## src/rtl/control_multiciclo_if.sv

```systemverilog
// Control bundle between the multicycle control unit (master) and the datapath (slave).
interface control_multiciclo_if #(
  parameter int CNT_W = 32
);
  logic [31:0]      inst;
  logic             zero;
  logic             mem_ready;
  logic             pcEn;
  logic             pcSrc;
  logic             aluSrc;
  logic             regWrite;
  logic             memWrite;
  logic             mem_req;
  logic [1:0]       rscSrc;
  logic [2:0]       aluControl;
  logic [2:0]       type_sel;
  logic [CNT_W-1:0] instret;
  logic             halted;

  modport master (
    input  inst, zero, mem_ready,
    output pcEn, pcSrc, aluSrc, regWrite, memWrite, mem_req,
    output rscSrc, aluControl, type_sel, instret, halted
  );

  modport slave (
    output inst, zero, mem_ready,
    input  pcEn, pcSrc, aluSrc, regWrite, memWrite, mem_req,
    input  rscSrc, aluControl, type_sel, instret, halted
  );
endinterface

```

## src/rtl/control_multiciclo.sv

```systemverilog
// Multicycle control unit: sequences each instruction from the latched IR, waits on
// data memory with a timeout, and counts retired instructions.
module control_multiciclo #(
  parameter int MEM_TIMEOUT = 15,
  parameter int CNT_W       = 32
) (
  input logic                  clk,
  input logic                  reset_UC,
  control_multiciclo_if.master ctl
);
  localparam int TW = (MEM_TIMEOUT < 2) ? 1 : $clog2(MEM_TIMEOUT);

  localparam logic [6:0] OP_R   = 7'b0110011;
  localparam logic [6:0] OP_I   = 7'b0010011;
  localparam logic [6:0] OP_LW  = 7'b0000011;
  localparam logic [6:0] OP_SW  = 7'b0100011;
  localparam logic [6:0] OP_BEQ = 7'b1100011;
  localparam logic [6:0] OP_JAL = 7'b1101111;

  typedef enum logic [3:0] {
    S_FETCH, S_DECODE, S_EXEC, S_MEM_RD, S_MEM_WB,
    S_MEM_WR, S_BRANCH, S_JAL_LINK, S_JAL_JUMP, S_HALT
  } state_t;

  state_t           state, state_nx;
  logic [31:0]      ir;
  logic [TW-1:0]    tmo_cnt;
  logic [CNT_W-1:0] instret;

  logic [6:0] op;
  logic [2:0] f3;
  logic       f7b5;
  logic [2:0] alu_op;
  logic       alu_ok;
  logic       tmo_hit;

  logic       pc_en, pc_src, alu_src, reg_write, mem_write, mem_req;
  logic [1:0] rsc_src;
  logic [2:0] alu_ctl, type_sel;

  assign op      = ir[6:0];
  assign f3      = ir[14:12];
  assign f7b5    = ir[30];
  assign tmo_hit = (tmo_cnt == TW'(MEM_TIMEOUT - 1));

  logic unused_ir;
  assign unused_ir = ^{ir[31], ir[29:15], ir[11:7]};

  always_ff @(posedge clk or negedge reset_UC) begin
    if (!reset_UC) begin
      state   <= S_FETCH;
      ir      <= '0;
      tmo_cnt <= '0;
      instret <= '0;
    end else begin
      state <= state_nx;
      if (state == S_FETCH) ir <= ctl.inst;
      // Count only while waiting; any other state leaves it cleared for the next access.
      if (state == S_MEM_RD || state == S_MEM_WR) tmo_cnt <= tmo_cnt + 1'b1;
      else                                        tmo_cnt <= '0;
      if (pc_en) instret <= instret + 1'b1;
    end
  end

  always_comb begin
    alu_ok = 1'b1;
    alu_op = 3'b000;
    case (f3)
      3'b000:  alu_op = (op == OP_R && f7b5) ? 3'b001 : 3'b000;
      3'b010:  alu_op = 3'b101;
      3'b110:  alu_op = 3'b011;
      3'b111:  alu_op = 3'b010;
      default: alu_ok = 1'b0;
    endcase
  end

  always_comb begin
    state_nx  = state;
    pc_en     = 1'b0;
    pc_src    = 1'b0;
    alu_src   = 1'b0;
    reg_write = 1'b0;
    mem_write = 1'b0;
    mem_req   = 1'b0;
    rsc_src   = 2'b00;
    alu_ctl   = 3'b000;
    type_sel  = 3'b000;
    case (state)
      S_FETCH: state_nx = S_DECODE;
      S_DECODE: begin
        case (op)
          OP_R, OP_I: state_nx = alu_ok ? S_EXEC : S_HALT;
          OP_LW:      state_nx = S_MEM_RD;
          OP_SW:      state_nx = S_MEM_WR;
          OP_BEQ:     state_nx = S_BRANCH;
          OP_JAL:     state_nx = S_JAL_LINK;
          default:    state_nx = S_HALT;
        endcase
      end
      S_EXEC: begin
        reg_write = 1'b1;
        alu_src   = (op == OP_I);
        alu_ctl   = alu_op;
        type_sel  = (op == OP_I) ? 3'b001 : 3'b000;
        pc_en     = 1'b1;
        state_nx  = S_FETCH;
      end
      S_MEM_RD: begin
        alu_src  = 1'b1;
        type_sel = 3'b001;
        mem_req  = 1'b1;
        if (ctl.mem_ready)  state_nx = S_MEM_WB;
        else if (tmo_hit)   state_nx = S_HALT;
      end
      S_MEM_WB: begin
        reg_write = 1'b1;
        rsc_src   = 2'b01;
        alu_src   = 1'b1;
        type_sel  = 3'b001;
        pc_en     = 1'b1;
        state_nx  = S_FETCH;
      end
      S_MEM_WR: begin
        alu_src   = 1'b1;
        type_sel  = 3'b010;
        mem_req   = 1'b1;
        mem_write = 1'b1;
        // The store retires in the same cycle the memory accepts it.
        pc_en     = ctl.mem_ready;
        if (ctl.mem_ready)  state_nx = S_FETCH;
        else if (tmo_hit)   state_nx = S_HALT;
      end
      S_BRANCH: begin
        type_sel = 3'b011;
        alu_ctl  = 3'b001;
        pc_en    = 1'b1;
        pc_src   = ctl.zero;
        state_nx = S_FETCH;
      end
      S_JAL_LINK: begin
        type_sel  = 3'b100;
        reg_write = 1'b1;
        rsc_src   = 2'b10;
        state_nx  = S_JAL_JUMP;
      end
      S_JAL_JUMP: begin
        type_sel = 3'b100;
        pc_en    = 1'b1;
        pc_src   = 1'b1;
        state_nx = S_FETCH;
      end
      S_HALT:  state_nx = S_HALT;
      default: state_nx = S_HALT;
    endcase
  end

  assign ctl.pcEn       = pc_en;
  assign ctl.pcSrc      = pc_src;
  assign ctl.aluSrc     = alu_src;
  assign ctl.regWrite   = reg_write;
  assign ctl.memWrite   = mem_write;
  assign ctl.mem_req    = mem_req;
  assign ctl.rscSrc     = rsc_src;
  assign ctl.aluControl = alu_ctl;
  assign ctl.type_sel   = type_sel;
  assign ctl.instret    = instret;
  assign ctl.halted     = (state == S_HALT);
endmodule

```

## src/flat_wrapper.sv

```systemverilog
// flat-port wrapper written by rule: the top's interface ports become plain ports
module control_multiciclo_flat 
#(
  parameter int MEM_TIMEOUT = 15,
  parameter int CNT_W       = 32
)
  (clk, reset_UC, ctl_inst, ctl_zero, ctl_mem_ready, ctl_pcEn, ctl_pcSrc, ctl_aluSrc, ctl_regWrite, ctl_memWrite, ctl_mem_req, ctl_rscSrc, ctl_aluControl, ctl_type_sel, ctl_instret, ctl_halted);
  control_multiciclo_if #(.CNT_W(CNT_W)) ctl_i ();
  input logic clk;
  input logic reset_UC;
  input wire logic [$bits(ctl_i.inst)-1:0] ctl_inst;
  input wire logic [$bits(ctl_i.zero)-1:0] ctl_zero;
  input wire logic [$bits(ctl_i.mem_ready)-1:0] ctl_mem_ready;
  output wire logic [$bits(ctl_i.pcEn)-1:0] ctl_pcEn;
  output wire logic [$bits(ctl_i.pcSrc)-1:0] ctl_pcSrc;
  output wire logic [$bits(ctl_i.aluSrc)-1:0] ctl_aluSrc;
  output wire logic [$bits(ctl_i.regWrite)-1:0] ctl_regWrite;
  output wire logic [$bits(ctl_i.memWrite)-1:0] ctl_memWrite;
  output wire logic [$bits(ctl_i.mem_req)-1:0] ctl_mem_req;
  output wire logic [$bits(ctl_i.rscSrc)-1:0] ctl_rscSrc;
  output wire logic [$bits(ctl_i.aluControl)-1:0] ctl_aluControl;
  output wire logic [$bits(ctl_i.type_sel)-1:0] ctl_type_sel;
  output wire logic [$bits(ctl_i.instret)-1:0] ctl_instret;
  output wire logic [$bits(ctl_i.halted)-1:0] ctl_halted;
  assign ctl_i.inst = ctl_inst;
  assign ctl_i.zero = ctl_zero;
  assign ctl_i.mem_ready = ctl_mem_ready;
  assign ctl_pcEn = ctl_i.pcEn;
  assign ctl_pcSrc = ctl_i.pcSrc;
  assign ctl_aluSrc = ctl_i.aluSrc;
  assign ctl_regWrite = ctl_i.regWrite;
  assign ctl_memWrite = ctl_i.memWrite;
  assign ctl_mem_req = ctl_i.mem_req;
  assign ctl_rscSrc = ctl_i.rscSrc;
  assign ctl_aluControl = ctl_i.aluControl;
  assign ctl_type_sel = ctl_i.type_sel;
  assign ctl_instret = ctl_i.instret;
  assign ctl_halted = ctl_i.halted;
  control_multiciclo #(.MEM_TIMEOUT(MEM_TIMEOUT), .CNT_W(CNT_W)) u_core (.clk(clk), .reset_UC(reset_UC), .ctl(ctl_i));
endmodule
```

## config.mk

```make
export PLATFORM = sky130hd
export DESIGN_NAME = control_multiciclo_flat
export DESIGN_NICKNAME = d
export VERILOG_FILES = /design/src/rtl/control_multiciclo_if.sv /design/src/rtl/control_multiciclo.sv /design/src/flat_wrapper.sv
export SDC_FILE = /design/constraint.sdc
export NUM_CORES = 1
export LEC_CHECK = 0
export BUFFER_PORTS_ARGS = -buffer_cell sky130_fd_sc_hd__buf_2
export CORE_MARGIN = 4
export CORE_UTILIZATION = 42
export CTS_BUF_LIST = sky130_fd_sc_hd__clkbuf_4
export DETAILED_ROUTE_END_ITERATION = 12
export PLACE_DENSITY = 0.8
export SETUP_SLACK_MARGIN = 0.4
export SYNTH_ARGS = -nofsm -noshare
export SYNTH_HDL_FRONTEND = slang
export SYNTH_SLANG_ARGS = --single-unit
export TNS_END_PERCENT = 1
```

## constraint.sdc

```tcl
create_clock -name clk -period 1.9 [get_ports clk]
set_input_delay 0.38 -clock clk [delete_from_list [all_inputs] [get_ports clk]]
set_output_delay 0.38 -clock clk [all_outputs]
set_load 0.01 [all_outputs]
```

* Yosys cells after proc, flatten, opt, wreduce, memory -nomap -nowiden *
Cells that the tools add are included.

storage, ports and cells
  output and inout bits = 47
  register bits = 71
  input port bits = 36
  word-level logic and storage cells = 57

cells by class
  mux-type cells = 20
  reduce and logical (&&, ||, !) cells = 12
  eq/ne operators = 19
  $add $sub $neg = 2

operator list
  kind                     number
  $add A32 B1 Y32 const B  1
  $pmux W4 S6              1
  $mux W4                  5
  $pmux W4 S5              1
  $eq A4 B3 Y1 const B     4
  $pmux W3 S5              1
  $eq A7 B6 Y1 const B     2
  $eq A7 B7 Y1 const B     2
  $eq A4 B4 Y1 const B     3
  $pmux W3 S4              1
  $eq A4 B2 Y1 const B     2
  $reduce_or A2 Y1         4
  $reduce_or A4 Y1         2
  $eq A7 B2 Y1 const B     1
  $eq A7 B5 Y1 const B     1
  $eq A3 B3 Y1 const B     2
  $mux W1                  6
  $pmux W1 S2              3
  $pmux W3 S2              1
  $reduce_or A3 Y1         2
  $add A4 B1 Y4 const B    1
  $eq A4 B1 Y1 const B     1
  $logic_not A4 Y1         1
  $pmux W2 S2              1
  4 further kinds          4

* Longest topological paths before layout *
  depth in word-level cells = 6
  depth in mapped cells = 7

* Worst setup path after synthesis *
OpenSTA, ideal clock, no wires.

  path type = register -> register
  from = reg u_core.state[0]
  to = reg u_core.instret[18], in the netlist u_core.ctl.instret[18]
  stages on the path, launching flop included = 7
  data arrival time = 1.800 ns
  slack = -0.026 ns
  clock period less this slack = 1.926 ns
  data required time = 1.774 ns
  setup time = 0.126 ns
  buffers on the path = 1
  path through = dfrtp_1 buf_6 or3b_4 a21oi_4 o21ai_2 or4_4 xnor2_2

between the ends
  cells in the longest elaborated chain, start to end = 3
  elaborated cells on any way between the ends = 7

ends and longest elaborated chain
  item                                        line                      RTL
  start, declared                             control_multiciclo.sv:25  state_t state, state_nx;
  start signal, assigned                      control_multiciclo.sv:56  state <= state_nx;
  $eq A4 B2 Y1, or another cell as far along  control_multiciclo.sv:88  case (state)
  $reduce_or A4 Y1 (no source line)           -
  $pmux W1 S2 (*)                             control_multiciclo.sv:88
  end signal, assigned                        control_multiciclo.sv:61  if (pc_en) instret <= instret + 1'b1;
  end, declared                               control_multiciclo.sv:28  logic [CNT_W-1:0] instret;

Mark *: on every way between the ends. The rest lies on a longest branch, timed or not.
A chain may end at the register's enable or synchronous reset.

* Final worst setup path *
  from = reg u_core.ir[2]
  to = out ctl_aluControl[0]

between the ends
  cells in the longest elaborated chain, start to end = 5

ends and longest elaborated chain
  item                    line                      RTL
  start, declared         control_multiciclo.sv:26  logic [31:0] ir;
  start signal, assigned  control_multiciclo.sv:57  if (state == S_FETCH) ir <= ctl.inst;
  $eq A7 B6 Y1            control_multiciclo.sv:69  3'b000: alu_op = (op == OP_R && f7b5) ? 3'b001 : 3'b000;
  $logic_and A1 B1 Y1     control_multiciclo.sv:69
  $mux W1                 control_multiciclo.sv:69
  $pmux W3 S4             control_multiciclo.sv:68  case (f3)
  $pmux W3 S2             control_multiciclo.sv:88
  end, declared           flat_wrapper.sv:21        output wire logic [$bits(ctl_i.aluControl)-1:0] ctl_aluControl;

No other way between the ends.

==> summary.txt <==
Timing
  – Final Hold Viols: 0
  – WHS: about 0.24 ns
  – Slew Viols, Final: 0
  – Minimum clock period: approximately 2.2 ns
  – Clk_skew: roughly 0.013 ns
  – Period utilization: 114%
  – Max frequency: roughly 0.46 GHz
  – # setup viols final: 10
  – Setup WS post-layout: -0.269 ns
  – Worst-margin pin slew: 0.488 ns
  – Slew margin rel.: about 67%
  – RSZ-0062 raised after global routing: yes

GRT
  – Vias in the first global route: about 2.3k
  – Total track usage: 17.6%
  – Largest net degree at the start of global routing: 33
  – Overflow after GRT: 0
  – Initial antenna violation count: 0
  – Global-route wire length before repair: between 10000 and 15000 um

Pwr
  – Seq pwr share: between 60 and 70%
  – Tot Pwr: between 1500 and 2000 uW
  – Sw power: 363 uW
  – Clk pwr share: between 20 and 30%
  – Logic gate share of total power: ~2.7%
  – PD cells: around 450 mW/mm^2
  – Peak VDD IR: 0.323 mV
  – Int Power: ~1200 uW
  – Sw Share: between 20% and 30%
  – Leak: between 0.0015 and 0.002 uW

Status
  – Status: finished with violations
  – Failing checks: setup timing

Synthesis
  – Distinct cells, synth: 52
  – Post-synthesis sequential area ratio: between 40% and 50%
  – Cell Area, Synth: roughly 0.0027 sq mm
  – Largest cells by area after synthesis: dfrtp_1 47%, xnor2_1 8.1%, mux2_2 5.0%
  – EDFF count, synth: 0
  – Syn Nets: between 300 and 400
  – Share of the synthesized area in the top cell type: 47.3%
  – Cells after synthesis: 265
  – Ys async rst share: 100%
  – Synth Register Bits: 51
  – Ys flop type: dfrtp_1
  – Biggest area consumer among synthesized cells: dfrtp_1
  – Syn Area/Cell: just over 10 sq um
  – Syn. warnings: 0

Layout
  – FILL cells: roughly 510
  – Area Overhead vs Synth: 31.9%
  – Share of cells above drive strength 1: between 40% and 50%
  – Final-stage net count: between 300 and 400
  – Register area: around 0.0013 sq mm
  – N_diodes: 0
  – Multi-input logic area: 0.00156 sq mm

CTS
  – CTS clk-pin slew, worst paths: approximately 0.13 ns
  – Worst skew pair latency: around 0.37 ns
  – CTS tree: done
  – Clock tree sinks: slightly above 50
  – CTS max path bufs: 2
  – Clock Root Buffer: clkbuf_4
  – Clock H-tree levels: 2
  – CTS Buf Count: 5

Floorplan
  – Die Wd: between 80 and 90 um
  – Core ar.: 0.00606 sq mm
  – Top-Level Pins: a little over 80
  – Die Height: between 80 and 90 um
  – Initial Utilization: around 45%
  – Row cnt: 28
  – Die area: 0.00777 sq mm

Route
  – Vias per cell: 5.44
  – DRT Wirelength: approximately 6700 um
  – Antenna viol nets, final: 0
  – Routed wire length per instance: between 15 and 20 um
  – DRC: 0
  – Vias: ~2.3k
  – Pre-Repair DR Iteration Count: 4
  – DRT iter0 DRCs: about 120

Setup path
  – Critical path type: reg2out
  – Most used cell along the critical path: nor3_1
  – Critical Path AT: about 1.8 ns
  – Worst Setup Start Kind: flop
  – Reg2Reg Setup Slack: -0.02 ns
  – Crit. End Element: output port
  – Worst setup endpoint: ctl_aluControl[0]
  – FF-to-FF End: u_core.ctl.instret[25]$_DFFE_PN0P_
  – Crit Reg-Reg Startpoint: u_core.state[2]$_DFF_PN0_
  – Worst path max stage delay: roughly 0.44 ns
  – CP max FO: 4
  – Worst R2R Path Depth: 5
  – Crit path launch: u_core.ir[2]$_DFFE_PN0P_
  – Critical-path cell list: nor3_2 -> nand3_2 -> buf_4 -> nor2_2 -> nor3_1 -> nor3_1 -> buf_2
  – Slowest-stage cell, CP: dfrtp_1
  – Worst EP required: 1.52 ns

Place
  – Post-Place Worst Slack: roughly 0.035 ns
  – GPL Wtd Cong: 0.813
  – Port Buffers: roughly 60
  – Final HPWL DP: between 4000 and 5000 um

Hold path
  – Worst Hold Class: in2reg
  – HP Start: ctl_inst[6]

Run
  – Max-cap violations: 0
==> critical path: cells and delay by family, from the launching register on <==
family	cells	cell delay [ns]
flip-flops	1	0.44
buffers and inverters	2	0.33
AND/OR/NAND/NOR	5	0.66
==> stage by stage <==
| step | util, % | cell area [sq um] | TNS [ns] | std cells |
|---|---|---|---|---|
| after global placement | 53.3 | 3230 | 0 | 412 |
| after detailed placement | 53.3 | 3230 | 0 | 412 |
| after floorplan | - | 2700 | 0 | 265 |
| after global routing | 58.7 | 3560 | -2.72 | 422 |
| final | 58.7 | 3560 | -1.37 | 422 |
| after CTS | 57.5 | 3480 | -1.35 | 422 |
==> layout make-up <==
cell class	instances	area share (%)
timing repair buffer	87	15.6
clock inverter	2	0.246
clock buffer	5	1.05
sequential	51	36.0
inverter	6	0.633
tap	75	2.64
multi-input combinational	196	43.9
==> per-layer routing <==
layer,vias to the layer above,wire [um],track usage [%],part of all wire (%)
met4,0,141,6.32,2.1
met5,-,0,0,0
li1,1100,-,-,-
met2,65,3260,28.8,49
met1,1119,2850,23.6,43
met3,12,400,3.10,6.0
==> synth_stat cells, drive strengths merged, types with 7 or more instances <==
cell type / instances
dfrtp: 51
xnor2: 26
nor2: 23
nand3: 18
nand2: 13
mux2: 12
nand4: 10
xor2: 9
a21oi: 8
nand2b: 8
nor3: 7
==> registers in the layout, indices dropped and copies added (netlist names) <==
register            count
u_core.ctl.instret     32
u_core.ir              11
u_core.state            4
u_core.tmo_cnt          4
==> power by group through the flow <==
stage,Combinational (uW),Clock [uW],Sequential [uW]
after global routing,50.5,533,1090
after detailed placement,43.9,0,1110
after global placement,42.5,0,1110
after floorplan,1.08,0,1110
final,43.6,467,1090
after CTS,45.5,481,1090
==> how the worst min path moves through the flow <==
stage / cells past startpoint / slack [ns] / endpoint
floorplan: 0 / 0.08 / u_core.ctl.instret[0]$_DFFE_PN0P_
global placement: 1 / 0.35 / u_core.ir[1]$_DFFE_PN0P_
detailed placement: 1 / 0.37 / u_core.ir[0]$_DFFE_PN0P_
CTS: 2 / 0.23 / u_core.ir[6]$_DFFE_PN0P_
global route: 2 / 0.22 / u_core.ir[0]$_DFFE_PN0P_
finish: 2 / 0.24 / u_core.ir[6]$_DFFE_PN0P_
==> cell usage in the layout (no fill, tap or decap), drive strengths merged, types with 5 or more instances in the layout <==
| cell | n |
|---|---|
| nor3 | 7 |
| nor4 | 6 |
| xor2 | 9 |
| nand3 | 18 |
| nor2 | 23 |
| inv | 6 |
| nand2 | 13 |
| nand4 | 10 |
| o21ai | 6 |
| clkbuf | 5 |
| xnor2 | 26 |
| a21oi | 8 |
| and3 | 6 |
| mux2 | 12 |
| buf | 86 |
| dfrtp | 51 |
| nand2b | 8 |
==> logic make-up after synthesis <==
| family | share of synthesized area [%] |
|---|---|
| compound gates | 7.84 |
| xor+xnor | 11.6 |
| fa+ha+maj | 1.76 |
| buf+inv | 3.11 |
| flops | 47.3 |
| mux | 5.01 |
| simple gates | 23.4 |
==> repair_timing <==
action | CTS | global route
endpoints found under the hold margin | 19 | 0
gates resized for setup | 38 | 18
endpoints found under the setup margin | 60 | 62
hold buffers | 1 | 0
setup buffers | 2 | 0
pin swaps | 34 | 20
Power figures use the tool's default switching activity.
